$ cat config.mk
export PLATFORM = sky130hd
export DESIGN_NAME = uart_tx_slave_flat
export DESIGN_NICKNAME = d
export VERILOG_FILES = /design/src/rtl/uart_tx_pkg.sv /design/src/rtl/uart_tx_slave_if.sv /design/src/rtl/sync_fifo.sv /design/src/rtl/uart_tx_slave.sv /design/src/flat_wrapper.sv
export SDC_FILE = /design/constraint.sdc
export NUM_CORES = 1
export LEC_CHECK = 0
export CAP_MARGIN = 20
export CORE_MARGIN = 2
export CORE_UTILIZATION = 54
export CTS_BUF_LIST = sky130_fd_sc_hd__clkbuf_8
export DETAILED_ROUTE_END_ITERATION = 12
export GPL_ROUTABILITY_DRIVEN = 0
export PLACE_DENSITY = 0.88
export REMOVE_ABC_BUFFERS = 1
export SLEW_MARGIN = 25
export SYNTH_ARGS = -nofsm -noshare
export SYNTH_HDL_FRONTEND = slang
export SYNTH_SLANG_ARGS = --single-unit
export TNS_END_PERCENT = 20
$ cat constraint.sdc
create_clock -name clk -period 3.7 [get_ports clk]
set_input_delay 0.74 -clock clk [delete_from_list [all_inputs] [get_ports clk]]
set_output_delay 0.74 -clock clk [all_outputs]
set_load 0.1 [all_outputs]
$ cat src/rtl/uart_tx_pkg.sv
// rtl/uart_tx_pkg.sv - shared types, register offsets and STATUS layout for uart_tx_slave
package uart_tx_pkg;

  typedef enum logic [1:0] {
    IDLE,
    START,
    DATA,
    STOP
  } uart_tx_state_t;

  localparam logic [31:0] UART_TXDATA_OFS = 32'h0;
  localparam logic [31:0] UART_DIV_OFS    = 32'h4;

  localparam int STAT_FULL_BIT  = 0;
  localparam int STAT_EMPTY_BIT = 1;
  localparam int STAT_BUSY_BIT  = 2;
  localparam int STAT_COUNT_LSB = 8;

endpackage

$ cat src/rtl/uart_tx_slave_if.sv
// rtl/uart_tx_slave_if.sv - naive_bus read/write request-grant bus
interface naive_bus;

  logic        rd_req;
  logic        rd_gnt;
  logic [31:0] rd_addr;
  logic [3:0]  rd_be;
  logic [31:0] rd_data;
  logic        wr_req;
  logic        wr_gnt;
  logic [31:0] wr_addr;
  logic [3:0]  wr_be;
  logic [31:0] wr_data;

  modport master (
    output rd_req, rd_addr, rd_be, wr_req, wr_addr, wr_be, wr_data,
    input  rd_gnt, rd_data, wr_gnt
  );

  modport slave (
    input  rd_req, rd_addr, rd_be, wr_req, wr_addr, wr_be, wr_data,
    output rd_gnt, rd_data, wr_gnt
  );

endinterface

$ cat src/rtl/sync_fifo.sv
// rtl/sync_fifo.sv - single-clock FIFO with occupancy count and fall-through read data
module sync_fifo #(
  parameter int DW = 8,
  parameter int AW = 4
) (
  input  logic          clk,
  input  logic          rst_n,
  input  logic          push,
  input  logic          pop,
  input  logic [DW-1:0] din,
  output logic [DW-1:0] dout,
  output logic          full,
  output logic          empty,
  output logic [AW:0]   count
);

  localparam logic [AW:0] DEPTH = {1'b1, {AW{1'b0}}};

  logic [DW-1:0] mem [2**AW];
  logic [AW-1:0] wp;
  logic [AW-1:0] rp;
  logic          do_push;
  logic          do_pop;

  assign do_push = push & ~full;
  assign do_pop  = pop & ~empty;

  always_ff @(posedge clk) begin
    if (!rst_n) begin
      wp    <= '0;
      rp    <= '0;
      count <= '0;
    end else begin
      if (do_push) wp <= wp + 1'b1;
      if (do_pop)  rp <= rp + 1'b1;
      case ({do_push, do_pop})
        2'b10:   count <= count + (AW+1)'(1);
        2'b01:   count <= count - (AW+1)'(1);
        default: count <= count;
      endcase
    end
  end

  // Storage is not reset; pointers alone define validity.
  always_ff @(posedge clk) begin
    if (do_push) mem[wp] <= din;
  end

  assign dout  = mem[rp];
  assign full  = (count == DEPTH);
  assign empty = (count == '0);

endmodule

$ cat src/rtl/uart_tx_slave.sv
// rtl/uart_tx_slave.sv - memory-mapped 8N1 UART transmitter with TX FIFO on naive_bus
module uart_tx_slave
  import uart_tx_pkg::*;
#(
  parameter int CLK_DIV = 434,
  parameter int FIFO_AW = 4
) (
  input  logic     clk,
  input  logic     rst_n,
  naive_bus.slave  bus,
  output logic     uart_tx
);

  localparam logic [15:0] DIV_LAST = 16'(CLK_DIV - 1);

  logic               push;
  logic               pop;
  logic [7:0]         dout;
  logic               full;
  logic               empty;
  logic [FIFO_AW:0]   count;
  logic [31:0]        status;
  logic [31:0]        rd_mux;
  logic               unused_bits;

  uart_tx_state_t state, state_nxt;
  logic [15:0]    div_cnt, div_nxt;
  logic [2:0]     bit_idx, bit_nxt;
  logic [7:0]     shift, shift_nxt;
  logic           tx_nxt;
  logic           bit_end;

  sync_fifo #(.DW(8), .AW(FIFO_AW)) u_fifo (
    .clk   (clk),
    .rst_n (rst_n),
    .push  (push),
    .pop   (pop),
    .din   (bus.wr_data[7:0]),
    .dout  (dout),
    .full  (full),
    .empty (empty),
    .count (count)
  );

  // Only a TXDATA byte write can be refused, and only on the registered full flag.
  assign bus.rd_gnt = bus.rd_req;
  assign bus.wr_gnt = bus.wr_req &
                      ~((bus.wr_addr[2] == UART_TXDATA_OFS[2]) & bus.wr_be[0] & full);
  assign push = bus.wr_req & bus.wr_gnt & (bus.wr_addr[2] == UART_TXDATA_OFS[2]) & bus.wr_be[0];

  always_comb begin
    status = '0;
    status[STAT_FULL_BIT]  = full;
    status[STAT_EMPTY_BIT] = empty;
    status[STAT_BUSY_BIT]  = (state != IDLE);
    status[STAT_COUNT_LSB +: FIFO_AW+1] = count;
    rd_mux = (bus.rd_addr[2] == UART_DIV_OFS[2]) ? 32'(CLK_DIV) : status;
  end

  always_ff @(posedge clk) begin
    if (!rst_n) begin
      bus.rd_data <= '0;
    end else if (bus.rd_req) begin
      bus.rd_data <= rd_mux;
    end
  end

  always_ff @(posedge clk) begin
    if (!rst_n) begin
      state   <= IDLE;
      div_cnt <= '0;
      bit_idx <= '0;
      shift   <= '0;
      uart_tx <= 1'b1;
    end else begin
      state   <= state_nxt;
      div_cnt <= div_nxt;
      bit_idx <= bit_nxt;
      shift   <= shift_nxt;
      uart_tx <= tx_nxt;
    end
  end

  assign bit_end = (div_cnt == DIV_LAST);

  // tx_nxt is the line level for the state being entered, so uart_tx stays registered.
  always_comb begin
    state_nxt = state;
    div_nxt   = div_cnt + 16'd1;
    bit_nxt   = bit_idx;
    shift_nxt = shift;
    tx_nxt    = uart_tx;
    pop       = 1'b0;
    case (state)
      IDLE: begin
        div_nxt = '0;
        tx_nxt  = 1'b1;
        if (!empty) begin
          pop       = 1'b1;
          shift_nxt = dout;
          state_nxt = START;
          tx_nxt    = 1'b0;
        end
      end
      START: begin
        if (bit_end) begin
          div_nxt   = '0;
          bit_nxt   = '0;
          state_nxt = DATA;
          tx_nxt    = shift[0];
        end
      end
      DATA: begin
        if (bit_end) begin
          div_nxt = '0;
          if (bit_idx == 3'd7) begin
            state_nxt = STOP;
            tx_nxt    = 1'b1;
          end else begin
            bit_nxt   = bit_idx + 3'd1;
            shift_nxt = {1'b0, shift[7:1]};
            tx_nxt    = shift[1];
          end
        end
      end
      STOP: begin
        if (bit_end) begin
          div_nxt = '0;
          if (!empty) begin
            pop       = 1'b1;
            shift_nxt = dout;
            state_nxt = START;
            tx_nxt    = 1'b0;
          end else begin
            state_nxt = IDLE;
            tx_nxt    = 1'b1;
          end
        end
      end
      default: begin
        state_nxt = IDLE;
        div_nxt   = '0;
        tx_nxt    = 1'b1;
      end
    endcase
  end

  assign unused_bits = &{1'b0, bus.rd_addr[31:3], bus.rd_addr[1:0], bus.rd_be,
                         bus.wr_addr[31:3], bus.wr_addr[1:0], bus.wr_be[3:1],
                         bus.wr_data[31:8]};

endmodule

$ cat src/flat_wrapper.sv
// flat-port wrapper written by rule: the top's interface ports become plain ports
module uart_tx_slave_flat import uart_tx_pkg::*;
#(
  parameter int CLK_DIV = 434,
  parameter int FIFO_AW = 4
)
  (clk, rst_n, uart_tx, bus_rd_req, bus_rd_addr, bus_rd_be, bus_wr_req, bus_wr_addr, bus_wr_be, bus_wr_data, bus_rd_gnt, bus_rd_data, bus_wr_gnt);
  naive_bus bus_i ();
  input  logic clk;
  input  logic rst_n;
  output logic uart_tx;
  input wire logic [$bits(bus_i.rd_req)-1:0] bus_rd_req;
  input wire logic [$bits(bus_i.rd_addr)-1:0] bus_rd_addr;
  input wire logic [$bits(bus_i.rd_be)-1:0] bus_rd_be;
  input wire logic [$bits(bus_i.wr_req)-1:0] bus_wr_req;
  input wire logic [$bits(bus_i.wr_addr)-1:0] bus_wr_addr;
  input wire logic [$bits(bus_i.wr_be)-1:0] bus_wr_be;
  input wire logic [$bits(bus_i.wr_data)-1:0] bus_wr_data;
  output wire logic [$bits(bus_i.rd_gnt)-1:0] bus_rd_gnt;
  output wire logic [$bits(bus_i.rd_data)-1:0] bus_rd_data;
  output wire logic [$bits(bus_i.wr_gnt)-1:0] bus_wr_gnt;
  assign bus_i.rd_req = bus_rd_req;
  assign bus_i.rd_addr = bus_rd_addr;
  assign bus_i.rd_be = bus_rd_be;
  assign bus_i.wr_req = bus_wr_req;
  assign bus_i.wr_addr = bus_wr_addr;
  assign bus_i.wr_be = bus_wr_be;
  assign bus_i.wr_data = bus_wr_data;
  assign bus_rd_gnt = bus_i.rd_gnt;
  assign bus_rd_data = bus_i.rd_data;
  assign bus_wr_gnt = bus_i.wr_gnt;
  uart_tx_slave #(.CLK_DIV(CLK_DIV), .FIFO_AW(FIFO_AW)) u_core (.clk(clk), .rst_n(rst_n), .bus(bus_i), .uart_tx(uart_tx));
endmodule
## Word level (Yosys, flattened, before mapping)

Memory sizes are Yosys's and may differ from the RTL's. A register that Yosys moved wholly into a read port is not among the register bits.
Index checks and enable logic that the tools add are counted.

| storage, ports and cells | value |
|---|---|
| flip-flop bits (word level) | 75 |
| bits in writable memories | 128 |
| bits of input ports | 108 |
| output and inout port bits | 35 |
| logic and storage cells | 86 |
| memories | 1 |

Memories:

| name | depth | bits a word | read ports | clocked after memory_dff | write ports | RTL line | source |
|---|---|---|---|---|---|---|---|
| u_core.u_fifo.mem | 16 | 8 | 1 | 1 | 1 | sync_fifo.sv:19 | `logic [DW-1:0] mem [2**AW];` |

| operators by class | value |
|---|---|
| $add $sub $neg | 6 |
| equality and inequality tests | 14 |
| muxes and demuxes | 33 |
| bitwise operators | 12 |
| reduce and logical (&&, ||, !) cells | 11 |

Operator list:

| kind | count |
|---|---|
| $mux W8 | 4 |
| $pmux W16 S2 | 1 |
| $pmux W8 S3 | 1 |
| $add A16 B1 Y16 const B | 1 |
| $eq A16 B9 Y1 const B | 1 |
| $mux W16 | 1 |
| $mux W13 | 1 |
| $mux W1 | 10 |
| $mux W2 | 5 |
| $pmux W5 S2 | 1 |
| $mux W3 | 3 |
| $add A4 B1 Y4 const B | 2 |
| $and A1 B1 Y1 | 8 |
| $mux W4 | 2 |
| $ne A2 B1 Y1 const B | 4 |
| $pmux W2 S4 | 1 |
| $reduce_and A4 Y1 | 2 |
| $eq A2 B2 Y1 const B | 3 |
| $pmux W3 S2 | 1 |
| $reduce_bool A2 Y1 | 3 |
| $add A5 B1 Y5 const B | 1 |
| $eq A5 B5 Y1 const B | 1 |
| $logic_not A5 Y1 | 1 |
| $reduce_and A5 Y1 | 1 |
| 12 further kinds | 17 |

## Depth between registers and ports, before layout

| depth | value |
|---|---|
| depth after elaboration | 11 |
| mapped depth | 14 |
| depth with buffers taken out | 12 |

## Modules after synthesis

From an unflattened synthesis, not the netlist that was laid out.

| unflattened totals | value |
|---|---|
| cells, all modules | 550 |
| area total of the unflattened synthesis | 8,227.9 um2 |

By module, submodules not included:

| module | instances | cells each | area an instance (um2) | sequential area each (um2) |
|---|---|---|---|---|
| sync_fifo | 1 | 307 | 5,967.0 | 4,184.0 |
| uart_tx_slave | 1 | 243 | 2,260.9 | 780.7 |

## Worst setup path after synthesis

OpenSTA, ideal clock, no wires.

| timing | value |
|---|---|
| kind | input -> register |
| start | input bus_wr_be[0] |
| end | register u_core.u_fifo.count[4] |
| setup time | 0.072 ns |
| arrival | 2.829 ns |
| slack | 0.800 ns |
| stages | 13 |
| path through | inv_1 > nor3b_1 > and2_1 > clkbuf_1 > inv_1 > ha_1 > clkbuf_1 > xor2_1 > ha_1 > a31oi_1 > o31ai_2 > mux2i_1 > mux2i_1 |

| between the ends | value |
|---|---|
| longest elaborated chain between the ends | 10 |
| elaborated cells on any way between the ends | 12 |

RTL lines:

| what | RTL line | source |
|---|---|---|
| start: declaration | flat_wrapper.sv:17 | `input wire logic [$bits(bus_i.wr_be)-1:0] bus_wr_be;` |
| $and A1 B1 Y1 (2 in series) | uart_tx_slave.sv:48 | `~((bus.wr_addr[2] == UART_TXDATA_OFS[2]) & bus.wr_be[0] & full);` |
| $not A1 Y1 | uart_tx_slave.sv:48 |  |
| $and A1 B1 Y1 | uart_tx_slave.sv:47 | `assign bus.wr_gnt = bus.wr_req &` |
| $and A1 B1 Y1 (2 in series) | uart_tx_slave.sv:49 | `assign push = bus.wr_req & bus.wr_gnt & (bus.wr_addr[2] == UART_TXDATA_OFS[2]) & bus.wr_be[0];` |
| $and A1 B1 Y1 (*) | uart_tx_slave.sv:49 |  |
| $and A1 B1 Y1 (*) | sync_fifo.sv:25 | `assign do_push = push & ~full;` |
| $eq A2 B1 Y1 or $eq A2 B2 Y1 (tied branches) | sync_fifo.sv:36 | `case ({do_push, do_pop})` |
| $pmux W5 S2 or $reduce_bool A2 Y1 (tied branches) | -- |  |
| end signal: assignment | sync_fifo.sv:37 | `2'b10: count <= count + (AW+1)'(1);` |
| end signal: assignment | sync_fifo.sv:38 | `2'b01: count <= count - (AW+1)'(1);` |
| end signal: assignment | sync_fifo.sv:39 | `default: count <= count;` |
| end: declaration | sync_fifo.sv:14 | `output logic [AW:0] count` |

Mark *: on every way between the ends. The rest lies on a longest branch, timed or not.
A chain may end at the register's enable or synchronous reset.

## Worst setup path in the final report

| timing | value |
|---|---|
| start | register u_core.state[0] |
| end | register u_core.u_fifo.count[4] |

| between the ends | value |
|---|---|
| longest elaborated chain between the ends | 5 |
| elaborated cells on any way between the ends | 8 |

RTL lines:

| what | RTL line | source |
|---|---|---|
| start: declaration | uart_tx_slave.sv:26 | `uart_tx_state_t state, state_nxt;` |
| start signal: assignment | uart_tx_slave.sv:76 | `state <= state_nxt;` |
| $eq A2 B2 Y1 or $logic_not A2 Y1 (tied branches) | uart_tx_slave.sv:94 | `case (state)` |
| $pmux W1 S2 (*) | uart_tx_slave.sv:94 |  |
| $and A1 B1 Y1 (*) | sync_fifo.sv:26 | `assign do_pop = pop & ~empty;` |
| named net u_core.u_fifo.do_pop | sync_fifo.sv:23 | `logic do_pop;` |
| $eq A2 B1 Y1 or $eq A2 B2 Y1 (tied branches) | sync_fifo.sv:36 |  |
| $pmux W5 S2 or $reduce_bool A2 Y1 (tied branches) | -- |  |

The timed path passes the listed nets; every way through them passes the cells marked *.

==> summary.txt <==
status: complete, no violations
DIE HEIGHT: 125 um
Clock Path Buffers: 2
WHS Endpoint: u_core.shift[7]$_SDFFE_PN0P_
r2r setup slk: 0.37 ns
antenna viol nets, final: 0
WHS: 0.470 ns
worst hold path type: register to register
commonest non-fill, non-tap cell in the layout: edfxtp_1
Inst Count DP: 762
switching power: 1.75 mW
pin count of the biggest net entering global routing: 34
CTS tree: done
Cells after Synth: 557
Worst Skew: 0.0126 ns
ANT cells: 0
Nets: 723
via count of the first global-routing pass: 4627
Via-to-Cell Ratio: 5.68
clock sinks: 184
Max Cap Violations: 0
commonest non-fill, non-tap cells in the layout: edfxtp_1 (128), dfxtp_1 (55), nor2_1 (43)
Post-Place Worst Slack: 0.307 ns
final hold vios: 0
GR Util All Layers: 0.197
Routed wire per std cell: 18.5 um
synthesized cell area: 0.00790 mm2
final setup TNS: 0 ns
DR pass1 iterations: 6
min Tclk post-route: 3.33 ns
post-synth top area cell: edfxtp_1
crit path max fanout: 8
Period Utilization, post-route: 0.901
CTS Hold Bufs: 0
total power: 5.08 mW
num rows: 44
drt initial violations: 359
global-route wire length before repair: 23900 um
Max-slew headroom: 0.348
final setup margin: 0.366 ns
CTS clock-pin slew for the worst setup and hold paths: 0.10 ns
clk root buf: clkbuf_8
switching part of the total: 0.344
capture point of the worst reg-to-reg path: u_core.u_fifo.count[4]$_SDFFE_PN0P_
non-filler cells, final: 794
Slew Limit Fails: 0
CP required: 4.07 ns
Max Freq: 300 MHz
Setup crit end kind: register
DRT Wirelength: 14700 um
Critical Path Source Type: register
post-synthesis cell type count: 52
H-tree depth: 4
Gate power share: 0.271
Yosys Warn Count: 0
Fillers: 1027
total I/O pin count: 143
Post-synth ARST share: 0
Die ar.: 0.0156 mm2
EDFF count, synth: 128
Cell Pwr Density: 581 mW/mm2
Leakage Power: 2.92 nW
Post-CTS Setup Inserts: 0
worst-margin pin slew: 0.975 ns
Main synth FF type: edfxtp_1
min-delay src: u_core.shift[7]$_SDFFE_PN0P_
dpl hpwl: 10000 um
reg2reg start: u_core.state[0]$_SDFFE_PN0P_
Remaining Overflow, GRT: 0
fraction of layout cells with a size suffix above 1: 0.164
RSZ-0062 raised after global routing: no
number of remaining DRC errors: 0
Starting Density: 0.548
sequential share of the synthesized area: 0.629
Internal Power: 3.33 mW
top-area cell type share of the netlist area: 0.487
Area Growth Syn to Fin: 10.8%
Syn Area/Cell: 14.2 um2
core area: 0.0144 mm2
top post-synthesis cells by area: edfxtp_1 (49%), dfxtp_1 (14%), mux4_2 (9.1%)
latest clock arrival within the worst-skew pair: 0.45 ns
post-CTS sizing: 0
Port Buffers: 28
Die Wd: 125 um
Critical Path AT: 3.71 ns
Clk pwr share: 0.260
Hold Crit Depth: 2
via count: 4512
worst r2r path cells: 10
Setup CP Type: register to register
CTS buffer count: 17
worst vdd ir: 0.000342 V
Yosys reg bits: 184
Final setup viols: 0
initial antenna violation count: 0
Sequential Power Share: 0.469
[sequential cells by signal, indices dropped and copies added (netlist names), named ones only]
signal,flops
u_core.u_fifo.count,5
u_core.bus.rd_data,9
u_core.shift,8
u_core.state,2
u_core.u_fifo.wp,4
u_core.bit_idx,3
u_core.u_fifo.rp,4
u_core.uart_tx,1
u_core.u_fifo.mem,128
u_core.div_cnt,16
[power by group through the flow]
stage,registers [mW],logic [mW],clock network [mW]
finish,2.39,1.38,1.32
detailed placement,2.43,1.37,0
global placement,2.42,1.30,0
global route,2.40,1.50,1.41
CTS,2.39,1.38,1.34
floorplan,2.54,0.935,0
[cells in the mapped netlist, types with 15 or more instances]
cell / instances
a211oi_1: 15
mux4_2: 32
a21oi_1: 21
mux2i_1: 15
nor2_1: 43
clkbuf_1: 16
edfxtp_1: 128
buf_4: 27
inv_1: 17
nand2_1: 25
dfxtp_1: 56
ha_1: 18
[worst max-delay path by stage]
stage / from / slack (ns) / depth (start not counted) / endpoint
floorplan: u_core.bus.rd_data[7]$_SDFFE_PN0P_ / 0.75 / 0 / bus_rd_data[4]
global placement: bus_wr_be[0] / 0.38 / 11 / u_core.u_fifo.count[4]$_SDFFE_PN0P_
detailed placement: bus_wr_be[0] / 0.31 / 11 / u_core.u_fifo.count[4]$_SDFFE_PN0P_
CTS: u_core.state[0]$_SDFFE_PN0P_ / 0.40 / 10 / u_core.u_fifo.count[4]$_SDFFE_PN0P_
global route: u_core.div_cnt[0]$_SDFF_PP0_ / 0.14 / 10 / u_core.u_fifo.count[4]$_SDFFE_PN0P_
finish: u_core.state[0]$_SDFFE_PN0P_ / 0.37 / 10 / u_core.u_fifo.count[4]$_SDFFE_PN0P_
[critical path, cell delays in order, from the launching register on]
cell and delay, ns:
dfxtp_1 0.43, ha_1 0.25, nor4bb_1 0.24, nand4_1 0.29
a211oi_4 0.45, ha_1 0.41, a21oi_1 0.14, or3_1 0.37
o31ai_2 0.23, mux2i_1 0.24, mux2i_1 0.21
[layer usage]
| layer | GRT usage | share of wire | vias to the layer above |
|---|---|---|---|
| met5 | 0 | 0 | - |
| met3 | 0.0441 | 0.060 | 26 |
| met2 | 0.353 | 0.53 | 155 |
| met1 | 0.239 | 0.39 | 2236 |
| li1 | - | - | 2095 |
| met4 | 0.0641 | 0.018 | 0 |
[logic make-up (layout without fill, tap and decap cells)]
family / count (synthesis) / count (layout) / synth area share
DFF: 184 / 184 / 0.629
and+or+nand+nor: 142 / 142 / 0.0963
AOI/OAI and AO/OA: 73 / 73 / 0.0616
buffers and inverters: 68 / 101 / 0.0475
muxes: 47 / 47 / 0.110
xor gates and xnor gates: 24 / 24 / 0.0266
adders and majority gates: 18 / 18 / 0.0285
other: 1 / 21 / 0.000475
[final cells by class]
cell class / instances / area (um2) / share of cell area
well taps: 184 / 230 / 0.0263
inverters: 17 / 63.8 / 0.00729
repair buffers: 52 / 455 / 0.0520
flip-flops and latches: 184 / 4970 / 0.567
multi-input cells: 325 / 2630 / 0.301
clock buffers: 17 / 234 / 0.0267
clock inverters: 15 / 169 / 0.0193
[stage by stage]
stage | area (um2) | utilization
after floorplan | 7660 | -
after global placement | 8350 | 0.579
after detailed placement | 8350 | 0.579
after CTS | 8750 | 0.607
after global routing | 8750 | 0.607
final | 8750 | 0.607
No activity file was read; power rests on OpenSTA's default activity.
